==> src/rtl/instr_fetch_unit_pkg.sv <==
// Shared fetch-stage types and constants.
package instr_fetch_unit_pkg;

    localparam int unsigned XLEN = 32;
    localparam logic [XLEN-1:0] NOP_INSTR = 32'h0000_0013;

    typedef struct packed {
        logic [XLEN-1:0] pc;
        logic [XLEN-1:0] instr;
    } fetch_entry_t;

    function automatic logic [XLEN-1:0] align_word(input logic [XLEN-1:0] addr);
        return {addr[XLEN-1:2], 2'b00};
    endfunction

endpackage

==> src/rtl/instr_fetch_unit_fetch_fifo.sv <==
// Synchronous prefetch FIFO of fetch entries with flush; reset is synchronous active-low.
module fetch_fifo
    import instr_fetch_unit_pkg::*;
#(
    parameter int unsigned FIFO_DEPTH = 2,
    localparam int unsigned CntW = $clog2(FIFO_DEPTH + 1),
    localparam int unsigned PtrW = (FIFO_DEPTH > 1) ? $clog2(FIFO_DEPTH) : 1
) (
    input  logic            clk_i,
    input  logic            rst_ni,
    input  logic            flush_i,
    input  logic            push_i,
    input  fetch_entry_t    push_data_i,
    input  logic            pop_i,
    output fetch_entry_t    head_o,
    output logic [CntW-1:0] count_o,
    output logic            empty_o,
    output logic            full_o
);

    fetch_entry_t    mem_q [FIFO_DEPTH];
    logic [PtrW-1:0] wr_ptr_q, wr_ptr_d;
    logic [PtrW-1:0] rd_ptr_q, rd_ptr_d;
    logic [CntW-1:0] count_q, count_d;
    logic            do_push, do_pop;

    function automatic logic [PtrW-1:0] next_ptr(input logic [PtrW-1:0] ptr);
        return (ptr == PtrW'(FIFO_DEPTH - 1)) ? '0 : ptr + PtrW'(1);
    endfunction

    assign empty_o = (count_q == '0);
    assign full_o  = (count_q == CntW'(FIFO_DEPTH));
    assign count_o = count_q;
    assign head_o  = mem_q[rd_ptr_q];

    always_comb begin
        do_pop   = pop_i && !empty_o;
        // A full FIFO still accepts a push when the head leaves in the same cycle.
        do_push  = push_i && (!full_o || do_pop);
        wr_ptr_d = wr_ptr_q;
        rd_ptr_d = rd_ptr_q;
        count_d  = count_q;
        if (flush_i) begin
            wr_ptr_d = '0;
            rd_ptr_d = '0;
            count_d  = '0;
        end else begin
            if (do_push) wr_ptr_d = next_ptr(wr_ptr_q);
            if (do_pop)  rd_ptr_d = next_ptr(rd_ptr_q);
            count_d = count_q + CntW'(do_push) - CntW'(do_pop);
        end
    end

    always_ff @(posedge clk_i) begin
        if (!rst_ni) begin
            wr_ptr_q <= '0;
            rd_ptr_q <= '0;
            count_q  <= '0;
        end else begin
            wr_ptr_q <= wr_ptr_d;
            rd_ptr_q <= rd_ptr_d;
            count_q  <= count_d;
        end
    end

    always_ff @(posedge clk_i) begin
        if (rst_ni && !flush_i && do_push) begin
            mem_q[wr_ptr_q] <= push_data_i;
        end
    end

endmodule

==> src/rtl/instr_fetch_unit.sv <==
// Fetch stage: PC generation, req/gnt/rvalid instruction-memory bus, prefetch buffer and
// redirect handling. Head of the prefetch buffer drives the IF/ID register directly.
module instr_fetch_unit
    import instr_fetch_unit_pkg::*;
#(
    parameter logic [31:0] RESET_PC   = 32'h0000_0000,
    parameter int unsigned FIFO_DEPTH = 2
) (
    input  logic        CLK,
    input  logic        RST,
    output logic        IMEM_REQ,
    output logic [31:0] IMEM_ADDR,
    input  logic        IMEM_GNT,
    input  logic        IMEM_RVALID,
    input  logic [31:0] IMEM_RDATA,
    input  logic        PCSrcE,
    input  logic [31:0] PCTargetE,
    input  logic        StallF,
    output logic [31:0] InstrF,
    output logic [31:0] PCF,
    output logic [31:0] PCPlus4F,
    output logic        FetchValidF
);

    localparam int unsigned CntW = $clog2(FIFO_DEPTH + 1);
    localparam logic [CntW:0] DepthW = (CntW + 1)'(FIFO_DEPTH);

    logic [31:0]     fetch_pc_q, fetch_pc_d;
    logic [31:0]     resp_pc_q, resp_pc_d;
    logic [CntW-1:0] outst_q, outst_d;
    logic [CntW-1:0] drop_q, drop_d;

    fetch_entry_t    fifo_head;
    fetch_entry_t    fifo_wdata;
    logic [CntW-1:0] fifo_count;
    logic            fifo_empty, fifo_full;
    logic            fifo_push, fifo_pop, fifo_flush;
    logic [CntW:0]   inflight;
    logic            credit_ok, issue, rsp_ok;

    // Buffered plus in-flight fetches may never exceed the buffer size.
    assign inflight   = {1'b0, outst_q} + {1'b0, fifo_count};
    assign credit_ok  = !fifo_full && (inflight < DepthW);
    assign IMEM_ADDR  = fetch_pc_q;
    assign fifo_wdata = '{pc: resp_pc_q, instr: IMEM_RDATA};

    always_comb begin
        fetch_pc_d = fetch_pc_q;
        resp_pc_d  = resp_pc_q;
        outst_d    = outst_q;
        drop_d     = drop_q;
        fifo_push  = 1'b0;
        fifo_flush = 1'b0;
        rsp_ok     = IMEM_RVALID && (outst_q != '0);
        IMEM_REQ   = RST && !PCSrcE && credit_ok;
        issue      = IMEM_REQ && IMEM_GNT;
        fifo_pop   = !fifo_empty && !StallF && !PCSrcE;

        if (PCSrcE) begin
            // Everything still in flight after this edge belongs to the old path.
            fetch_pc_d = align_word(PCTargetE);
            resp_pc_d  = align_word(PCTargetE);
            outst_d    = outst_q - CntW'(rsp_ok);
            drop_d     = outst_d;
            fifo_flush = 1'b1;
        end else begin
            if (issue) fetch_pc_d = fetch_pc_q + 32'd4;
            outst_d = outst_q + CntW'(issue) - CntW'(rsp_ok);
            if (rsp_ok) begin
                if (drop_q != '0) begin
                    drop_d = drop_q - CntW'(1);
                end else begin
                    fifo_push = 1'b1;
                    resp_pc_d = resp_pc_q + 32'd4;
                end
            end
        end
    end

    always_ff @(posedge CLK) begin
        if (!RST) begin
            fetch_pc_q <= RESET_PC;
            resp_pc_q  <= RESET_PC;
            outst_q    <= '0;
            drop_q     <= '0;
        end else begin
            fetch_pc_q <= fetch_pc_d;
            resp_pc_q  <= resp_pc_d;
            outst_q    <= outst_d;
            drop_q     <= drop_d;
        end
    end

    fetch_fifo #(
        .FIFO_DEPTH(FIFO_DEPTH)
    ) u_fetch_fifo (
        .clk_i      (CLK),
        .rst_ni     (RST),
        .flush_i    (fifo_flush),
        .push_i     (fifo_push),
        .push_data_i(fifo_wdata),
        .pop_i      (fifo_pop),
        .head_o     (fifo_head),
        .count_o    (fifo_count),
        .empty_o    (fifo_empty),
        .full_o     (fifo_full)
    );

    assign FetchValidF = !fifo_empty;
    assign InstrF      = fifo_empty ? NOP_INSTR : fifo_head.instr;
    assign PCF         = fifo_empty ? 32'h0 : fifo_head.pc;
    assign PCPlus4F    = fifo_empty ? 32'h0 : fifo_head.pc + 32'd4;

endmodule

==> config.mk <==
export PLATFORM = sky130hd
export DESIGN_NAME = instr_fetch_unit
export DESIGN_NICKNAME = d
export VERILOG_FILES = /design/src/rtl/instr_fetch_unit_pkg.sv /design/src/rtl/instr_fetch_unit_fetch_fifo.sv /design/src/rtl/instr_fetch_unit.sv
export SDC_FILE = /design/constraint.sdc
export NUM_CORES = 1
export LEC_CHECK = 0
export CORE_MARGIN = 8
export CORE_UTILIZATION = 35
export DETAILED_ROUTE_END_ITERATION = 8
export SKIP_CTS_REPAIR_TIMING = 1
export SLEW_MARGIN = 20
export SYNTH_ARGS = -nofsm -noshare
export SYNTH_HDL_FRONTEND = slang
export SYNTH_SLANG_ARGS = --single-unit
export TNS_END_PERCENT = 20
==> constraint.sdc <==
create_clock -name CLK -period 13.7 [get_ports CLK]
set_clock_uncertainty 0.2 [all_clocks]
set_input_delay 2.055 -clock CLK [delete_from_list [all_inputs] [get_ports CLK]]
set_output_delay 2.055 -clock CLK [all_outputs]
set_load 0.005 [all_outputs]
==> results of run 1 <==
## cell families (layout without fill, tap and decap cells)
family,after synthesis,after routing,share of synthesized area [%]
AND/OR/NAND/NOR,340,340,18.02
flip-flops,193,193,53.90
AO/OA/AOI/OAI,181,181,11.80
multiplexers,67,67,7.227
buffers and inverters,67,248,3.263
XOR/XNOR,47,47,4.347
adder cells (fa/ha/maj),10,10,1.400
other,1,6,0.03960
## cells in the final DEF (no fill, tap or decap), types with 7 or more instances in the layout
cell / instances
a21oi_1: 56
a22oi_1: 7
a31oi_1: 21
and2_1: 13
and3_1: 18
buf_4: 10
clkbuf_16: 17
clkdlybuf4s50_1: 191
dfxtp_1: 68
edfxtp_1: 124
ha_1: 9
inv_1: 12
mux2_2: 10
mux2i_1: 56
nand2_1: 71
nand3_1: 39
nand4_1: 31
nor2_1: 97
nor3_1: 13
nor4_1: 16
o21ai_0: 46
xnor2_1: 18
xor2_1: 29
## state kept, by name, summed over array words and instances, names as in the netlist, named ones only
register	flops
drop_q	2
u_fetch_fifo.count_o	2
resp_pc_q	30
u_fetch_fifo.rd_ptr_q	1
u_fetch_fifo.wr_ptr_q	1
outst_q	2
u_fetch_fifo.mem_q	124
IMEM_ADDR	30
## metrics by stage
step / cells / utilization [%] / instance area, um2
after floorplan: 911 / - / 9489
after global placement: 1401 / 43.67 / 11670
after detailed placement: 1401 / 43.67 / 11670
after CTS: 1433 / 45.83 / 12250
after global routing: 1433 / 45.85 / 12250
final: 1433 / 45.85 / 12250
## synthesized netlist by cell type (3+ instances only)
master      n  area share, %
nand4_1    31            2.0
a21oi_1    56            3.0
nand2b_1    6           0.40
and4_1      5           0.46
mux2i_1    56            5.9
nand4b_1    4           0.37
a211oi_1    6           0.48
xnor2_1    18            1.7
ha_1        9            1.2
inv_1      12           0.48
mux2_2     10            1.2
o31ai_1     6           0.48
or4_1       3           0.24
buf_1       4           0.16
and3_1     19            1.3
a22oi_1     7           0.55
o211ai_1    6           0.48
buf_4       7           0.55
nor3_1     13           0.69
nor4_1     17            1.1
xor2_1     29            2.7
buf_2       6           0.32
and2_1     13           0.86
edfxtp_1  124             39
a21o_1      3           0.24
a31oi_1    21            1.4
dfxtp_1    69             15
nand3_1    39            2.1
nand2_1    71            2.8
nand3b_1    6           0.48
clkbuf_1   33            1.3
o21ai_0    46            2.4
nor2_1     99            3.9
or3_1       3           0.20
o21a_1      4           0.32
## worst register-to-register path: stages, from the launching register on
cell and delay (ns):
dfxtp_1 0.39, inv_1 0.10, nor2_1 0.14, fa_1 0.43, nor4b_1 0.56, and3_1 0.60, inv_2 0.42, ha_1 0.41
inv_1 0.04, ha_1 0.18, xnor2_1 0.12, o21ai_0 0.19, xnor2_1 0.14, nor2_1 0.05
## final timing paths
kind                           startpoint                   endpoint  slack (ns)  depth (start not counted)
setup / recovery                      RST                   IMEM_REQ        7.24                          5
hold / removal              resp_pc_q[31]  u_fetch_fifo.mem_q[1][63]        0.28                          0
hold reg to reg             resp_pc_q[31]  u_fetch_fifo.mem_q[1][63]        0.28                          0
setup reg to reg  u_fetch_fifo.count_o[0]                 outst_q[1]        9.63                         13
## power groups by stage
stage / logic [mW] / registers (mW) / clock network, mW
after floorplan: 0.0893 / 0.678 / 0
after global placement: 0.164 / 0.685 / 0
after detailed placement: 0.165 / 0.686 / 0
after CTS: 0.166 / 0.673 / 0.500
after global routing: 0.183 / 0.677 / 0.521
final: 0.165 / 0.673 / 0.488
## cell type report
| type | count | share of cell area (%) |
|---|---|---|
| Timing Repair Buffer | 201 | 16.21 |
| Clock inverter | 15 | 1.246 |
| Sequential cell | 193 | 41.69 |
| Multi-Input combinational cell | 651 | 33.44 |
| Tap cell | 341 | 3.482 |
| Inverter | 15 | 0.4595 |
| Clock buffer | 17 | 3.471 |
## routing by layer
| metal | global-route usage (%) | vias to the layer above | share of wire (%) |
|---|---|---|---|
| li1 | - | 3725 | - |
| met1 | 23.19 | 3619 | 50 |
| met2 | 22.88 | 298 | 41 |
| met3 | 4.778 | 14 | 7.9 |
| met4 | 3.406 | 0 | 0.82 |
| met5 | 0 | - | 0 |
==> results.md, run 1 <==
* Worst Path Required at 11.44 ns
* Clk buf depth at 2
* Initial core utilization at 35.44%
* Final Max Tran Viols at 0
* Count of cell types in the netlist at 69
* Hpwl dp at 19400 um
* Critical path start-end classification: in2out
* Clk sink count at 193
* Final setup TNS at 0 ns
* Slowest Stage Delay on Critical Path at 0.56 ns
* Top delay family on crit path: buffers and inverters
* Final Wtd Congestion at 0.8327
* Clock Power Share at 36.8%
* Clk_lat worst skew at 0.43 ns
* Power Internal at 971.8 uW
* Fin nets at 1159
* Pwr Total at 1.326 mW
* Async set-reset flop share out of synthesis at 0%
* Most common flop cell mapped by yosys: edfxtp_1
* Seq/Total Area, Yosys at 53.90%
* Die ar. at 32580 um2
* P per Cell Area at 108.2 nW/um2
* Min Hold Slack at 0.2796 ns
* Fin crit share at 47.15%
* H-tree levels at 4
* Routed WL at 26980 um
* Fillers at 2499
* ANT nets after route at 0
* Worst-Margin Slew at 1.011 ns
* Row count at 60
* Relative slew slack at 32.05%
* # setup viols final at 0
* Share of cells above drive strength 1 at 5.861%
* Max Cap Violations at 0
* Vias/cell at 5.343
* YS warnings at 0
* Num CTS Buffers at 17
* RSZ-0062 raised after global routing: no
* Combinational Power Share at 12.5%
* I/O pin cnt at 200
* Worst VDD drop at 0.07496 mV
* Die width at 180.5 um
* Flops & latches, synth at 193
* Mapped cell area at 9470 um2
* Crit path max fanout at 41
* CP bufs+invs at 3
* First-pass GRT wire length at 41590 um
* Hold Violations, Final at 0
* Total congestion overflow at 0
* Setup ws final at 7.240 ns
* Core Area at 26730 um2
* Cells after Synth at 906
* Pleak at 3.963 nW
* Crit-path cells: clkdlybuf4s50_1 > buf_4 > nor4b_1 > and2_1 > clkdlybuf4s50_1
* Post-Place Worst Slack at 7.217 ns
* Arr. time, crit path at 4.20 ns
* Initial antenna violation count at 0
* Setup crit start kind: primary input
* Sequential Power Share at 50.7%
* All-Layer GR Usage at 15.96%
* Multi-input gate area in the final layout at 4098 um2
* Sw Ratio at 26.73%
* CP max-delay cell: nor4b_1
* Vert. Die Dim at 180.5 um
* Switching power at 354.5 uW
* Area grow syn2layout at 29.40%
* Worst Hold Class: reg2reg
* # DRC at 0
* CTS tree: yes
* Initial DRC count at 440
* Number of global-route vias before repair at 7285
* Largest net degree at the start of global routing at 76
* Drt first pass iters at 5
* CTS Root Buffer Type: clkbuf_16
* Critical Path Most Common Cell: clkdlybuf4s50_1
* Via count at 7656
* FMAX at 154.8 MHz
* Critical Path End Type: primary output
* Status: finished, final reports clean
* Reg clk slew, reported paths at 0.07 ns
* Post-synth EDFFs at 124
* Post-layout min period at 6.460 ns
* Routed len/inst at 18.83 um
* Sequential Area at 5109 um2
* Syn Area/Cell at 10.45 um2
* IO Port Bufs at 191
* Ant. Diodes at 0
Note: power is estimated with default switching activity, not from simulation.
==> run 2: changes to the inputs <==
==> constraint.sdc (replaced) <==
create_clock -name CLK -period 5.2 [get_ports CLK]
set_clock_uncertainty 0.2 [all_clocks]
set_input_delay 0.78 -clock CLK [delete_from_list [all_inputs] [get_ports CLK]]
set_output_delay 0.78 -clock CLK [all_outputs]
set_load 0.005 [all_outputs]
==> results.md, run 2 (synthesis gave the netlist of run 1 again) <==
* Worst Hold Class: reg2reg
* Critical Path End Type: primary output
* Largest register FFs at 124
* Relative slew slack at 29.29%
* Initial DRC count at 486
* RSZ-0062 raised after global routing: no
* Area grow syn2layout at 29.66%
* Die ar. at 32580 um2
* Largest net degree at the start of global routing at 75
* Worst-Margin Slew at 1.051 ns
* Worst R2R Setup Slack at 1.49 ns
* Hold EP: u_fetch_fifo.mem_q[0][63]
* First-pass GRT wire length at 42370 um
* Most frequent cells in the layout: clkdlybuf4s50_1 (191), edfxtp_1 (124), nor2_1 (97)
* Post-layout min period at 4.642 ns
* Setup crit start kind: register
* Hold Violations, Final at 0
* Routed WL at 27330 um
* Vert. Die Dim at 180.5 um
* Arr. time, crit path at 3.66 ns
* Clk_lat worst skew at 0.44 ns
* CP max-delay cell: or4_1
* ANT nets after route at 0
* Critical path start-end classification: reg2out
* Final setup TNS at 0 ns
* Reg clk slew, reported paths at 0.07 ns
* I/O pin cnt at 200
* Drt first pass iters at 5
* Row count at 60
* R2R cell count at 14
* FMAX at 215.4 MHz
* # DRC at 0
* CTS Root Buffer Type: clkbuf_16
* Ant. Diodes at 0
* Final Wtd Congestion at 0.8464
* Initial antenna violation count at 1
* Crit-path cells: buf_4 > mux2i_1 > a211o_1 > or4_1 > or4_1 > and3_1 > clkdlybuf4s50_1
* FF-to-FF Start: u_fetch_fifo.count_o[0]
* Routed len/inst at 19.03 um
* Fin nets at 1162
* Clk sink count at 193
* Critical Path Most Common Cell: or4_1
* P per Cell Area at 284.1 nW/um2
* Status: finished, final reports clean
* Max Cap Violations at 0
* Crit Reg-Reg Endpoint: outst_q[1]
* Number of global-route vias before repair at 7279
* Share of cells above drive strength 1 at 5.936%
* All-Layer GR Usage at 16.33%
* Commonest non-fill, non-tap cell in the layout: clkdlybuf4s50_1
* Worst Path Required at 4.22 ns
* Pleak at 3.977 nW
* # setup viols final at 0
* Initial core utilization at 35.44%
* Hold path start: resp_pc_q[31]
* Hpwl dp at 19890 um
* Vias/cell at 5.352
* Via count at 7685
* Fin crit share at 89.27%
* Final Max Tran Viols at 0
* Num CTS Buffers at 17
* Biggest register: u_fetch_fifo.mem_q
* Final core occ at 45.95%
* IO Port Bufs at 191
* Core Area at 26730 um2
* CTS tree: yes
* H-tree levels at 4
* Min Hold Slack at 0.3006 ns
* Die width at 180.5 um
* Clk buf depth at 2
* Total congestion overflow at 0
* Crit path max fanout at 38
* Hold Path Cell Cnt at 0
* Slowest Stage Delay on Critical Path at 0.55 ns
* Worst VDD drop at 0.2042 mV
run 2: cell types whose count changed in the layout (fill, tap and decap cells not counted), sizes merged:
cell / delta
buf: +3
clkinv: -4
clkbuf: +1
inv: +3
run 2: layer usage:
layer  routed length, um  GRT usage [%]  vias to the layer above
li1                    -              -                     3728
met1               13640          23.45                     3635
met2               11230          23.54                      303
met3                2255          5.121                       17
met4                 199          3.604                        2
met5                  13              0                        -
run 2: stage by stage:
stage	setup slack [ns]	cells	total power [mW]	cell area [um2]
2_1_floorplan	0.3836	911	2.021	9489
3_3_place_gp	1.061	1404	2.241	11720
3_5_place_dp	1.009	1404	2.247	11720
4_1_cts	0.5336	1436	3.522	12280
5_1_grt	0.3581	1436	3.637	12280
6_report	0.5582	1436	3.488	12280
run 2: final cells by class:
type / instances / area [um2]
fill: 2516 / 14450
sequential: 193 / 5109
multi-input combinational: 651 / 4091
timing repair buffer: 204 / 2034
clock buffer: 18 / 429.2
tap: 341 / 426.7
clock inverter: 14 / 132.6
inverter: 15 / 56.30
run 2: where the power goes:
part / internal (mW) / switching (mW)
Sequential: 1.70 / 0.0715
Clock: 0.641 / 0.634
Combinational: 0.218 / 0.222
Total: 2.56 / 0.928
run 2: worst max-delay path: cells and delay by family (launching register included):
kind                   cells  cell delay (ns)
AOI/OAI and AO/OA          1             0.33
buffers and inverters      2             0.95
and+or+nand+nor            3             1.14
DFF                        1             0.53
muxes                      1             0.26
run 2: worst max path at each step:
| stage | cells past startpoint | start | slack [ns] | endpoint |
|---|---|---|---|---|
| floorplan | 4 | IMEM_RVALID | 0.38 | u_fetch_fifo.mem_q[0][0] |
| global placement | 7 | register | 1.06 | PCPlus4F[31] |
| detailed placement | 7 | register | 1.01 | PCPlus4F[31] |
| CTS | 7 | register | 0.53 | PCPlus4F[31] |
| global route | 8 | register | 0.36 | PCPlus4F[22] |
| finish | 7 | register | 0.56 | PCPlus4F[31] |
